===== src/rtl/fpu_pkg.sv =====
// ---------------------------------------------------------------------------
// fpu_pkg : shared opcodes, default float geometry, scheduler state encoding
// Rev 1.0 : initial release
// ---------------------------------------------------------------------------
`default_nettype none

package fpu_pkg;

  localparam int FPU_NEXP = 8;
  localparam int FPU_NSIG = 23;

  localparam logic [2:0] OP_ADD = 3'b000;
  localparam logic [2:0] OP_SUB = 3'b001;
  localparam logic [2:0] OP_MUL = 3'b010;
  localparam logic [2:0] OP_DIV = 3'b011;
  localparam logic [2:0] OP_CMP = 3'b100;

  typedef enum logic [1:0] {
    ST_IDLE = 2'd0,
    ST_EXEC = 2'd1,
    ST_DONE = 2'd2
  } sched_state_e;

  // Encodings above OP_CMP have no ALU meaning.
  function automatic logic op_is_valid(input logic [2:0] op);
    return (op <= OP_CMP);
  endfunction

endpackage

`default_nettype wire


===== src/rtl/fpu_rr_arbiter.sv =====
// ---------------------------------------------------------------------------
// fpu_rr_arbiter : 2-way round-robin arbiter with one-hot grant
// Rev 1.0 : initial release
// ---------------------------------------------------------------------------
`default_nettype none

module fpu_rr_arbiter (
  input  logic       clk,
  input  logic       rst,
  input  logic [1:0] valid_i,
  input  logic       update_i,
  output logic [1:0] grant_o
);

  logic ptr_q;

  always_comb begin
    grant_o = 2'b00;
    case (valid_i)
      2'b01:   grant_o = 2'b01;
      2'b10:   grant_o = 2'b10;
      2'b11:   grant_o = ptr_q ? 2'b10 : 2'b01;
      default: grant_o = 2'b00;
    endcase
  end

  // After a grant the pointer favours the requester that just lost.
  always_ff @(posedge clk) begin
    if (rst) begin
      ptr_q <= 1'b0;
    end else if (update_i && (|grant_o)) begin
      ptr_q <= grant_o[0];
    end
  end

endmodule

`default_nettype wire


===== src/rtl/fpu_op_scheduler.sv =====
// ---------------------------------------------------------------------------
// fpu_op_scheduler : arbitrates two requesters onto a shared FP ALU
// Optional macro FPU_SCHED_STATS_EN adds ops_cnt / exc_cnt outputs.
// Rev 1.0 : initial release
// ---------------------------------------------------------------------------
`default_nettype none

module fpu_op_scheduler
  import fpu_pkg::*;
#(
  parameter int NEXP    = FPU_NEXP,
  parameter int NSIG    = FPU_NSIG,
  parameter int ALU_LAT = 1,
  parameter int DIV_LAT = 24
) (
  input  logic                 clk,
  input  logic                 rst,
  input  logic                 req0_valid,
  output logic                 req0_ready,
  input  logic [NEXP+NSIG:0]   req0_a,
  input  logic [NEXP+NSIG:0]   req0_b,
  input  logic [2:0]           req0_opcode,
  input  logic                 req1_valid,
  output logic                 req1_ready,
  input  logic [NEXP+NSIG:0]   req1_a,
  input  logic [NEXP+NSIG:0]   req1_b,
  input  logic [2:0]           req1_opcode,
  output logic [NEXP+NSIG:0]   alu_a,
  output logic [NEXP+NSIG:0]   alu_b,
  output logic [2:0]           alu_opcode,
  input  logic [NEXP+NSIG:0]   alu_p,
  input  logic                 alu_ovf,
  input  logic                 alu_unf,
  output logic                 rsp_valid,
  input  logic                 rsp_ready,
  output logic [NEXP+NSIG:0]   rsp_p,
  output logic                 rsp_ovf,
  output logic                 rsp_unf,
  output logic                 rsp_id,
  output logic                 busy
`ifdef FPU_SCHED_STATS_EN
  ,
  output logic [31:0]          ops_cnt,
  output logic [31:0]          exc_cnt
`endif
);

  localparam int W      = NEXP + NSIG + 1;
  localparam int MAXLAT = (DIV_LAT > ALU_LAT) ? DIV_LAT : ALU_LAT;
  localparam int CNT_W  = (MAXLAT > 1) ? $clog2(MAXLAT) : 1;

  sched_state_e     state_q;
  logic [CNT_W-1:0] cnt_q;
  logic [CNT_W-1:0] cnt_load_d;
  logic [W-1:0]     alu_a_q, alu_b_q;
  logic [2:0]       alu_opcode_q;
  logic             id_q;
  logic             rsp_valid_q, rsp_ovf_q, rsp_unf_q, rsp_id_q;
  logic [W-1:0]     rsp_p_q;

  logic [1:0]       req_valid_w;
  logic [1:0]       grant_w;
  logic             arb_en_w;
  logic [W-1:0]     sel_a_w, sel_b_w;
  logic [2:0]       sel_op_w;

  assign req_valid_w = {req1_valid, req0_valid};
  // Held off during reset so no requester sees a handshake that is then dropped.
  assign arb_en_w    = (state_q == ST_IDLE) && (|req_valid_w) && !rst;

  fpu_rr_arbiter u_arb (
    .clk      (clk),
    .rst      (rst),
    .valid_i  (req_valid_w),
    .update_i (arb_en_w),
    .grant_o  (grant_w)
  );

  assign req0_ready = arb_en_w & grant_w[0];
  assign req1_ready = arb_en_w & grant_w[1];

  assign sel_a_w  = grant_w[1] ? req1_a      : req0_a;
  assign sel_b_w  = grant_w[1] ? req1_b      : req0_b;
  assign sel_op_w = grant_w[1] ? req1_opcode : req0_opcode;

  always_comb begin
    cnt_load_d = '0;
    if (sel_op_w == OP_DIV) begin
      cnt_load_d = CNT_W'(DIV_LAT - 1);
    end else if (op_is_valid(sel_op_w)) begin
      cnt_load_d = CNT_W'(ALU_LAT - 1);
    end
  end

`ifdef FPU_SCHED_STATS_EN
  logic [31:0] ops_cnt_q, exc_cnt_q;
  assign ops_cnt = ops_cnt_q;
  assign exc_cnt = exc_cnt_q;

  always_ff @(posedge clk) begin
    if (rst) begin
      ops_cnt_q <= '0;
      exc_cnt_q <= '0;
    end else if ((state_q == ST_DONE) && rsp_ready) begin
      ops_cnt_q <= ops_cnt_q + 32'd1;
      if (rsp_ovf_q || rsp_unf_q) begin
        exc_cnt_q <= exc_cnt_q + 32'd1;
      end
    end
  end
`endif

  always_ff @(posedge clk) begin
    if (rst) begin
      state_q      <= ST_IDLE;
      cnt_q        <= '0;
      alu_a_q      <= '0;
      alu_b_q      <= '0;
      alu_opcode_q <= '0;
      id_q         <= 1'b0;
      rsp_valid_q  <= 1'b0;
      rsp_p_q      <= '0;
      rsp_ovf_q    <= 1'b0;
      rsp_unf_q    <= 1'b0;
      rsp_id_q     <= 1'b0;
    end else begin
      case (state_q)
        ST_IDLE: begin
          if (|req_valid_w) begin
            alu_a_q      <= sel_a_w;
            alu_b_q      <= sel_b_w;
            alu_opcode_q <= sel_op_w;
            id_q         <= grant_w[1];
            cnt_q        <= cnt_load_d;
            state_q      <= ST_EXEC;
          end
        end
        ST_EXEC: begin
          if (cnt_q == '0) begin
            state_q     <= ST_DONE;
            rsp_valid_q <= 1'b1;
            rsp_id_q    <= id_q;
            if (!op_is_valid(alu_opcode_q)) begin
              rsp_p_q   <= '0;
              rsp_ovf_q <= 1'b0;
              rsp_unf_q <= 1'b0;
            end else if (alu_opcode_q == OP_CMP) begin
              rsp_p_q   <= alu_p;
              rsp_ovf_q <= 1'b0;
              rsp_unf_q <= 1'b0;
            end else begin
              rsp_p_q   <= alu_p;
              rsp_ovf_q <= alu_ovf;
              rsp_unf_q <= alu_unf;
            end
          end else begin
            cnt_q <= cnt_q - 1'b1;
          end
        end
        ST_DONE: begin
          if (rsp_ready) begin
            rsp_valid_q <= 1'b0;
            state_q     <= ST_IDLE;
          end
        end
        default: state_q <= ST_IDLE;
      endcase
    end
  end

  assign alu_a      = alu_a_q;
  assign alu_b      = alu_b_q;
  assign alu_opcode = alu_opcode_q;
  assign rsp_valid  = rsp_valid_q;
  assign rsp_p      = rsp_p_q;
  assign rsp_ovf    = rsp_ovf_q;
  assign rsp_unf    = rsp_unf_q;
  assign rsp_id     = rsp_id_q;
  assign busy       = (state_q != ST_IDLE);

endmodule

`default_nettype wire


===== config.mk =====
export PLATFORM = sky130hd
export DESIGN_NAME = fpu_op_scheduler
export DESIGN_NICKNAME = d
export VERILOG_FILES = /design/src/rtl/fpu_pkg.sv /design/src/rtl/fpu_rr_arbiter.sv /design/src/rtl/fpu_op_scheduler.sv
export SDC_FILE = /design/constraint.sdc
export NUM_CORES = 1
export LEC_CHECK = 0
export ABC_AREA = 1
export CORE_MARGIN = 3
export CORE_UTILIZATION = 25
export DETAILED_ROUTE_END_ITERATION = 8
export SYNTH_ARGS = -nofsm -noshare
export SYNTH_HDL_FRONTEND = slang
export SYNTH_HIERARCHICAL = 1
export SYNTH_SLANG_ARGS = --single-unit

===== constraint.sdc =====
create_clock -name clk -period 1.7 [get_ports clk]
set_clock_uncertainty 0.05 [all_clocks]
set_input_delay 0.255 -clock clk [delete_from_list [all_inputs] [get_ports clk]]
set_output_delay 0.255 -clock clk [all_outputs]
set_load 0.01 [all_outputs]

==> flow_summary.toml, run 1 <==
[critical_path]
crit_fanout = 3
cp_data_arrival_time_ns = 1.34
slowest_delay_ns = 0.59
critPathRequiredTime_ns = 1.39
critical_path.top_delay_family = "buffers and inverters"
crit_buf_inv = 1
crit_chain = "clkdlybuf4s50_1"
criticalPathCategory = "reg -> out"
start_kind = "flop"
endpoint_kind = "primary output"
cp_slowest_cell = "clkdlybuf4s50_1"

[sta]
worst_pin_slew_ns = 0.6174
slew_violations = 0
timing.hold.ws_ns = 0.2412
slew_headroom_pct = 58.84
hold_viol_final = 0
min_period_ns = 1.647
fin_tns_setup_ns = 0
final-setup-viol-count = 0
fin_crit_sh_pct = 96.87
rsz0062_at_grt = "yes"
max_freq_mhz = 607.3

[clock_tree]
cts_buffers = 9
clkSlewWorstSetupHoldPaths_ns = 0.08
clkSinkCount = 112
cts_max_level = 3
cts_tree = "yes"
clock_latency_ns = 0.35
cts_buffer_depth = 2
cts-root-buf = "clkbuf_16"

[yosys]
synth_top_area_share_pct = 45.81
synth_area_per_cell_um2 = 9.132
syn_inst = 536
yosysSeqAreaShare_pct = 45.81
yosysWarningCount = 6
synth_cell_types = 28
synth_top_area_cell = "dfxtp_1"
synthTopCellsByArea = "dfxtp_1 46%, mux2i_1 13%, nand2_1 9.6%"
yosys_register_bits = 112
synth_nets = 710
netlist_area_mm2 = 0.004895

[power]
powerDensity_mw_per_mm2 = 1265
power_w = 0.01047
p_leak_nw = 3.003
max-vdd-ir-drop_mv = 0.5476

[detailed_routing]
ant_nets = 0
drc = 0
firstDrtPassIters = 4
wl_um = 15620
dr.first_iter.drc_count = 164
dr_total_vias = 4622
routedWlPerCell_um = 14.46
vias_per_cell = 4.280

[final_layout]
final_cell_mix = "272 x clkdlybuf4s50_1, 125 x nand2_1, 112 x dfxtp_1"
multiInputGateArea_mm2 = 0.002316
n_antenna_cell = 0
syn_to_final_growth_pct = 69.10
final_nets = 989
final_common_cell = "clkdlybuf4s50_1"
fin_area_mm2 = 0.008277
drive_gt1_share_pct = 13.90
fin_cells = 1080
ff_latch_area_mm2 = 0.002242
fill_cells = 1921

[die]
core-area_mm2 = 0.01896
dieArea_mm2 = 0.02129
fp.dieW_um = 145.9
ios = 279
rows = 50
die_h_um = 145.9
start_util_pct = 25.82

[outcome]
outcome = "complete, no violations"

[grt]
gr-usage-all-layers_pct = 14.32
grt_overflow = 0
antenna_found_initial = 0
grt_pass1_vias = 4586
grt_max_degree = 60
grt_pass1_wl_um = 24730

[place]
portBuffers = 278
place.gp.congestion = 0.7281
dpl.cell_count = 1062
placed_area_mm2 = 0.007996
hpwl_um = 11410

[flow_run]
drv_cap = 0

[worst_hold_path]
hold_class = "in -> reg"
[final timing paths]
check                startpoint            end  slack, ns  cells after the start
setup / recovery  alu_opcode[2]  alu_opcode[2]       0.05                      1
hold / removal       req1_valid    u_arb/ptr_q       0.24                      4
setup reg to reg    u_arb/ptr_q      alu_b[31]       0.14                      6
hold reg to reg       alu_a[18]      alu_a[18]       0.41                      2
[layer usage]
metal  track usage (%)  up-vias  wire length, um  share of wire, %
met5                 0        -                0                 0
met4             3.704        0              165               1.1
met3             6.727        9             1637                10
met2             24.05      181             7351                47
met1             16.46     2081             6464                41
li1                  -     2351                -                 -
[state kept, by name, indices dropped and copies added, names as in the netlist]
name,cells
rsp_id,1
cnt_q,5
u_arb/ptr_q,1
rsp_valid,1
alu_a,32
state_q,2
alu_opcode,3
rsp_p,32
rsp_unf,1
rsp_ovf,1
alu_b,32
id_q,1
[cells in the mapped netlist]
cell / n
mux2i_1: 64
dfxtp_1: 112
clkbuf_1: 3
nand3_1: 10
o21ai_0: 7
o21ai_2: 1
buf_4: 5
nor2_4: 2
buf_2: 16
o21ai_1: 68
a21oi_2: 30
inv_2: 3
a21oi_1: 12
buf_6: 6
clkbuf_4: 2
a21boi_0: 1
buf_12: 3
ha_1: 1
nor3_1: 1
nand3_2: 29
nand2_1: 125
inv_1: 18
nor2_2: 2
nand2_2: 1
inv_6: 1
nand4_4: 1
a21boi_1: 1
nor2_1: 11
[layout make-up]
| cell class | count | area share (%) |
|---|---|---|
| repair buffers | 303 | 36.63 |
| multi-input cells | 367 | 27.98 |
| flip-flops and latches | 112 | 27.09 |
| well taps | 260 | 3.930 |
| clock buffers | 11 | 2.812 |
| inverters | 22 | 1.088 |
| clock inverters | 5 | 0.4686 |
[cells by family (layout without fill, tap and decap cells)]
| logic type | count (synthesis) | count (layout) | synth area share, % |
|---|---|---|---|
| simple gates | 182 | 182 | 18.76 |
| buf+inv | 57 | 341 | 7.336 |
| fa+ha+maj | 1 | 1 | 0.2556 |
| compound gates | 120 | 120 | 14.75 |
| flops | 112 | 112 | 45.81 |
| mux | 64 | 64 | 13.09 |
[worst reg2reg max path: stages, from the launching register on]
cell and delay, ns:
dfxtp_1 0.35, inv_1 0.09, a21boi_4 0.14, buf_4 0.19
buf_12 0.26, mux2i_1 0.27, o21ai_1 0.08
[power breakdown]
part           internal [W]  switching (W)
clock               0.00101        0.00102
combinational       0.00240        0.00230
sequential          0.00336       0.000387
total               0.00677        0.00371
[through the flow]
step | util, % | worst slack (ns)
after global placement | 42.18 | -0.4380
after floorplan | - | 0.2079
after global routing | 43.66 | -0.04726
after CTS | 43.59 | 0.001498
final | 43.66 | 0.05326
after detailed placement | 42.18 | -0.4350
[what timing repair did]
action,CTS,global route
resized for setup,10,3
pin swaps,1,1
hold buffers,0,0
buffers inserted,1,1
endpoints found under the hold margin,0,0
endpoints found under the setup margin,3,18
Power figures use the tool's default switching activity.
==> inputs of run 2 (changes only) <==
--- a/config.mk
+++ b/config.mk
@@ -8,6 +8,7 @@
 export ABC_AREA = 1
 export CORE_MARGIN = 3
 export CORE_UTILIZATION = 25
+export CTS_CLUSTER_DIAMETER = 50
 export DETAILED_ROUTE_END_ITERATION = 8
 export SYNTH_ARGS = -nofsm -noshare
 export SYNTH_HDL_FRONTEND = slang
==> results of run 2 <==
The final DEF is identical to that of run 1; final timing and power are the same.
